File: src/rtl/adpt_seg_pkg.sv
// Shared constants and helpers for the adpt_seg eight-digit hex display scanner.
package adpt_seg_pkg;

  localparam int NUM_DIGITS = 8;
  localparam int IDX_W      = 3;

  // Active-low pattern with every segment (and dp) dark.
  localparam logic [7:0] SEG_OFF = 8'hFF;

  // Active-low glyphs, bit order {dp,g,f,e,d,c,b,a}; dp stays dark.
  localparam logic [7:0] GLYPH_0 = 8'hC0;
  localparam logic [7:0] GLYPH_1 = 8'hF9;
  localparam logic [7:0] GLYPH_2 = 8'hA4;
  localparam logic [7:0] GLYPH_3 = 8'hB0;
  localparam logic [7:0] GLYPH_4 = 8'h99;
  localparam logic [7:0] GLYPH_5 = 8'h92;
  localparam logic [7:0] GLYPH_6 = 8'h82;
  localparam logic [7:0] GLYPH_7 = 8'hF8;
  localparam logic [7:0] GLYPH_8 = 8'h80;
  localparam logic [7:0] GLYPH_9 = 8'h90;
  localparam logic [7:0] GLYPH_A = 8'h88;
  localparam logic [7:0] GLYPH_B = 8'h83;
  localparam logic [7:0] GLYPH_C = 8'hC6;
  localparam logic [7:0] GLYPH_D = 8'hA1;
  localparam logic [7:0] GLYPH_E = 8'h86;
  localparam logic [7:0] GLYPH_F = 8'h8E;

  // Index of the most significant nonzero nibble; 0 when the whole value is 0,
  // so digit 0 is always treated as significant.
  function automatic logic [IDX_W-1:0] top_nz(input logic [4*NUM_DIGITS-1:0] v);
    logic [IDX_W-1:0] r;
    r = '0;
    for (int k = 0; k < NUM_DIGITS; k++) begin
      if (v[4*k +: 4] != 4'h0) r = IDX_W'(k);
    end
    return r;
  endfunction

endpackage

File: src/rtl/adpt_seg_hex7.sv
// Nibble to active-low seven-segment glyph decoder (purely combinational).
module hex7
  import adpt_seg_pkg::*;
(
  input  logic [3:0] nib_i,
  output logic [7:0] seg_o
);

  // Table lookup of the hex glyph for one nibble.
  always_comb begin
    seg_o = SEG_OFF;
    case (nib_i)
      4'h0: seg_o = GLYPH_0;
      4'h1: seg_o = GLYPH_1;
      4'h2: seg_o = GLYPH_2;
      4'h3: seg_o = GLYPH_3;
      4'h4: seg_o = GLYPH_4;
      4'h5: seg_o = GLYPH_5;
      4'h6: seg_o = GLYPH_6;
      4'h7: seg_o = GLYPH_7;
      4'h8: seg_o = GLYPH_8;
      4'h9: seg_o = GLYPH_9;
      4'hA: seg_o = GLYPH_A;
      4'hB: seg_o = GLYPH_B;
      4'hC: seg_o = GLYPH_C;
      4'hD: seg_o = GLYPH_D;
      4'hE: seg_o = GLYPH_E;
      4'hF: seg_o = GLYPH_F;
      default: seg_o = SEG_OFF;
    endcase
  end

endmodule

File: src/rtl/adpt_seg.sv
// Eight-digit multiplexed hex display driver. A new value is staged in a
// pending register and only promoted to the display register at a frame
// boundary, so each scan frame shows one consistent value.
module adpt_seg
  import adpt_seg_pkg::*;
#(
  parameter int SCAN_DIV = 50000
) (
  input  logic        clk,
  input  logic        clr,
  input  logic [31:0] val,
  input  logic        ld,
  input  logic        blank_lz,
  output logic [7:0]  seg,
  output logic [7:0]  an
);

  localparam int             PW      = $clog2(SCAN_DIV);
  localparam logic [PW-1:0]  PRE_MAX = PW'(SCAN_DIV - 1);
  localparam logic [IDX_W-1:0] IDX_LAST = IDX_W'(NUM_DIGITS - 1);

  logic [PW-1:0]    presc_q, presc_d;
  logic [IDX_W-1:0] idx_q, idx_d;
  logic [31:0]      disp_q, disp_d;
  logic [31:0]      pend_val_q, pend_val_d;
  logic             pend_q, pend_d;
  logic [7:0]       seg_q, seg_d;
  logic [7:0]       an_q, an_d;

  logic             tick;
  logic             frame_end;
  logic [3:0]       cur_nib;
  logic [7:0]       cur_glyph;
  logic [IDX_W-1:0] top_idx;
  logic             blank_now;

  assign tick      = (presc_q == PRE_MAX);
  assign frame_end = tick && (idx_q == IDX_LAST);
  assign cur_nib   = disp_q[{idx_q, 2'b00} +: 4];
  assign top_idx   = top_nz(disp_q);
  // Leading-zero blanking follows blank_lz live; digit 0 can never exceed top_idx.
  assign blank_now = blank_lz && (idx_q > top_idx);

  hex7 u_hex7 (
    .nib_i (cur_nib),
    .seg_o (cur_glyph)
  );

  // Next-state: scan timing, pending/display handoff, and the registered digit drive.
  always_comb begin
    presc_d    = tick ? '0 : presc_q + PW'(1);
    idx_d      = tick ? idx_q + IDX_W'(1) : idx_q;
    disp_d     = disp_q;
    pend_val_d = pend_val_q;
    pend_d     = pend_q;

    // Promotion uses the old pending value; a same-cycle ld re-arms pend below.
    if (frame_end && pend_q) begin
      disp_d = pend_val_q;
      pend_d = 1'b0;
    end
    if (ld) begin
      pend_val_d = val;
      pend_d     = 1'b1;
    end

    seg_d = blank_now ? SEG_OFF : cur_glyph;
    an_d  = blank_now ? SEG_OFF : ~(8'(1) << idx_q);
  end

  // State registers; clr clears everything at once, dropping any staged value.
  always_ff @(posedge clk or posedge clr) begin
    if (clr) begin
      presc_q    <= '0;
      idx_q      <= '0;
      disp_q     <= '0;
      pend_val_q <= '0;
      pend_q     <= 1'b0;
      seg_q      <= SEG_OFF;
      an_q       <= SEG_OFF;
    end else begin
      presc_q    <= presc_d;
      idx_q      <= idx_d;
      disp_q     <= disp_d;
      pend_val_q <= pend_val_d;
      pend_q     <= pend_d;
      seg_q      <= seg_d;
      an_q       <= an_d;
    end
  end

  assign seg = seg_q;
  assign an  = an_q;

endmodule

File: config.mk
export PLATFORM = sky130hd
export DESIGN_NAME = adpt_seg
export DESIGN_NICKNAME = d
export VERILOG_FILES = /design/src/rtl/adpt_seg_pkg.sv /design/src/rtl/adpt_seg_hex7.sv /design/src/rtl/adpt_seg.sv
export SDC_FILE = /design/constraint.sdc
export NUM_CORES = 1
export LEC_CHECK = 0
export BUFFER_PORTS_ARGS = -buffer_cell sky130_fd_sc_hd__buf_2
export CORE_ASPECT_RATIO = 0.5
export CORE_MARGIN = 3
export CORE_UTILIZATION = 44
export DETAILED_ROUTE_END_ITERATION = 10
export PLACE_DENSITY = 0.6
export SLEW_MARGIN = 20
export SYNTH_ARGS = -nofsm -noshare
export SYNTH_HDL_FRONTEND = slang
export SYNTH_SLANG_ARGS = --single-unit
export TNS_END_PERCENT = 30
File: constraint.sdc
create_clock -name clk -period 7.67 [get_ports clk]
set_input_delay 1.534 -clock clk [delete_from_list [all_inputs] [get_ports clk]]
set_output_delay 1.534 -clock clk [all_outputs]
set_load 0.02 [all_outputs]
==> metrics.txt <==
share of cells above drive strength 1=0.393; top-count cell post-synth=dfrtp_1; clock buffer count from CTS=9; GR Util All Layers=0.157; Final Max Slew Viols=0; H-tree depth=3; nets@finish=around 440; Sequential Area=around 0.0025 sq mm; CTS tree=done; crit path capture type=flop; clock sinks=between 90 and 100; clk slew on worst S/H paths=0.06 ns; Synth Instances=between 300 and 400; fmax=roughly 0.34 GHz; Mapped Area=~0.0046 sq mm; status=complete, no violations; Die H=around 80 um; CTS Hold Buffers Added=0; synth warn=0; Finished Core Util=0.532; Clk Latency, worst-skew pair=0.34 ns; Worst Path Buf+Inv=0; Filler Cells Inserted=between 800 and 900; area added between synthesis and finish=12.8%; post-synthesis sequential area ratio=0.537; grt total ovfl=0; final wirelength=roughly 8.5 mm; Worst Setup Start Kind=flop; FFs w/ async S/R, synth=1.00; CP arrival=between 3 and 4 ns; Setup-failing EPs final=0; Worst EP required=between 7 and 8 ns; CTS root buffer=clkbuf_16; most frequent cells after synthesis=dfrtp_1 (84), mux2_2 (36), mux2_4 (30); die area=~0.012 sq mm; DRT antenna net count=0; DR vias/cell=5.26; Synth Register Bits=99; final setup TNS=0 ns; pwr/cell area=~190 mW/mm^2; IO Pins=between 50 and 60; syn nets=slightly below 400; Iter 0 DRT Violations=about 140; Setup WS pre-CTS=4.69 ns; Max-cap violations=0; Netlist cell types=between 40 and 50; fin crit share=0.385; synth top area cells=dfrtp_1 (45%), mux2_4 (9.7%), mux2_2 (8.7%); CP max stage delay=between 0.9 and 1 ns; FP Rows=25; Initial Util=0.471; first-pass GRT wire length=14.5 mm; Die X=151 um; post_cts resized=0; delay-heaviest family, CP=simple AND/OR/NAND/NOR gates; post-route worst setup slack=approximately 4.7 ns; slowest library cell on the worst path=and3_2; Via Count=2781; Post-DP HPWL=just over 6 mm; Fin. Hold Viols=0; Critical Path Fanout Max=32; Detailed Routing Iterations Pass 1=4; IO Port Bufs=50; vias in the first global route=between 2000 and 3000; Worst Hold Class=reg2reg; Setup Fix Bufs, Post-CTS=0; Max IR drop VDD=approximately 110 uV; diode count=0; unrepaired setup endpoints after global routing=false; Synth area leader=dfrtp_1; crit path kind=reg2reg; core area=between 0.009 and 0.01 sq mm; GP Congestion=~0.83; clk_skew=0.00719 ns; top-area cell type share of the netlist area=0.452; Post-synth EDFFs=0; Syn Area/Cell=~14 sq um; Max Buffers Root-to-Sink=2; initial antenna violation count=0; Least-Margin Pin Slew=between 1 and 1.5 ns; Leak Pwr=approximately 2.5 nW; Cell Chain, Critical Path=nand3_2 > or4_4 > nor3_4 > and3_2 > mux2_2; largest net degree at the start of global routing=66; Total Power=between 1 and 1.5 mW; Slew HR=0.318; Main synth FF type=dfrtp_1; area of the multi-input gates=between 0.0015 and 0.002 sq mm; Period minus WS final=slightly below 3 ns; DRC Markers=0; WL per Instance=about 16 um
layer usage:
layer / wire, um / vias to the layer above / part of all wire / track usage
met3: 454 / 13 / 0.054 / 0.0386
met5: 0 / - / 0 / 0
met2: 3850 / 70 / 0.46 / 0.246
met1: 4060 / 1390 / 0.48 / 0.216
li1: - / 1308 / - / -
met4: 92 / 0 / 0.011 / 0.0461
logic make-up (layout without fill, tap and decap cells):
family / count (synthesis) / after routing / share of synthesized area
DFF: 99 / 99 / 0.537
and+or+nand+nor: 73 / 73 / 0.0786
muxes: 79 / 79 / 0.231
xor gates and xnor gates: 15 / 15 / 0.0283
buffers and inverters: 26 / 79 / 0.0345
AOI/OAI and AO/OA: 32 / 32 / 0.0463
other: 1 / 1 / 0.000807
adders and majority gates: 16 / 16 / 0.0431
registers in the layout (all words and copies together), names as in the netlist:
register and count:
presc_q 16, disp_q 32, an 8, pend_q 1
idx_q 3, seg 7, pend_val_q 32
where the power goes:
part / leakage (nW) / internal, mW / switching (mW)
logic: 1.08 / 0.0220 / 0.0194
registers: 1.24 / 0.540 / 0.00912
clock network: 0.130 / 0.251 / 0.177
layout by cell type (no fill, tap or decap), types with 2 or more instances in the layout:
master,netlist,layout
o211ai_1,3,3
ha_1,16,16
o21ai_0,7,7
mux2_4,30,30
mux2_2,36,36
o221ai_1,2,2
nand3_1,7,7
clkbuf_1,6,4
xor2_1,6,6
nor2b_1,4,4
nor3_1,3,3
buf_2,2,50
mux4_2,6,6
dfrtp_1,84,84
or3_1,2,2
nor2_1,20,20
nand2_1,20,20
inv_1,13,12
nand4_1,3,3
a21oi_1,7,7
a21boi_0,2,2
xnor2_1,9,9
mux2i_1,6,6
dfstp_2,15,15
clkbuf_16,0,9
nor4_1,7,7
or4_1,2,2
worst register-to-register path, cell delays in order (launching register included):
cell	delay, ns
dfrtp_1	0.44
nand3_2	0.10
or4_4	0.44
nor3_4	0.46
and3_2	0.96
mux2_2	0.44
cell type report:
class,count,area share
clock buffer,13,0.0458
clock inverter,2,0.00716
inverter,13,0.00955
multi-input combinational,216,0.380
sequential,99,0.476
tap,135,0.0322
timing repair buffer,51,0.0492
metrics by stage:
stage                     instances  hold WS (ns)  cell area [sq um]
final                           529         0.476               5240
after floorplan                 341         0.442               4650
after detailed placement        514         0.464               4960
after global placement          514         0.452               4960
after global routing            529         0.493               5240
after CTS                       529         0.477               5240
path summary, 6_finish.rpt:
path,startpoint,to,slack (ns),depth (start not counted)
setup / recovery,presc_q[6],disp_q[30],4.72,5
hold / removal,pend_q,pend_q,0.48,1
setup reg to reg,presc_q[6],disp_q[30],4.72,5
hold reg to reg,pend_q,pend_q,0.48,1
max in group asynchronous,clr,disp_q[16],5.24,3
min in group asynchronous,clr,presc_q[11],1.24,2
Power figures use the tool's default switching activity.
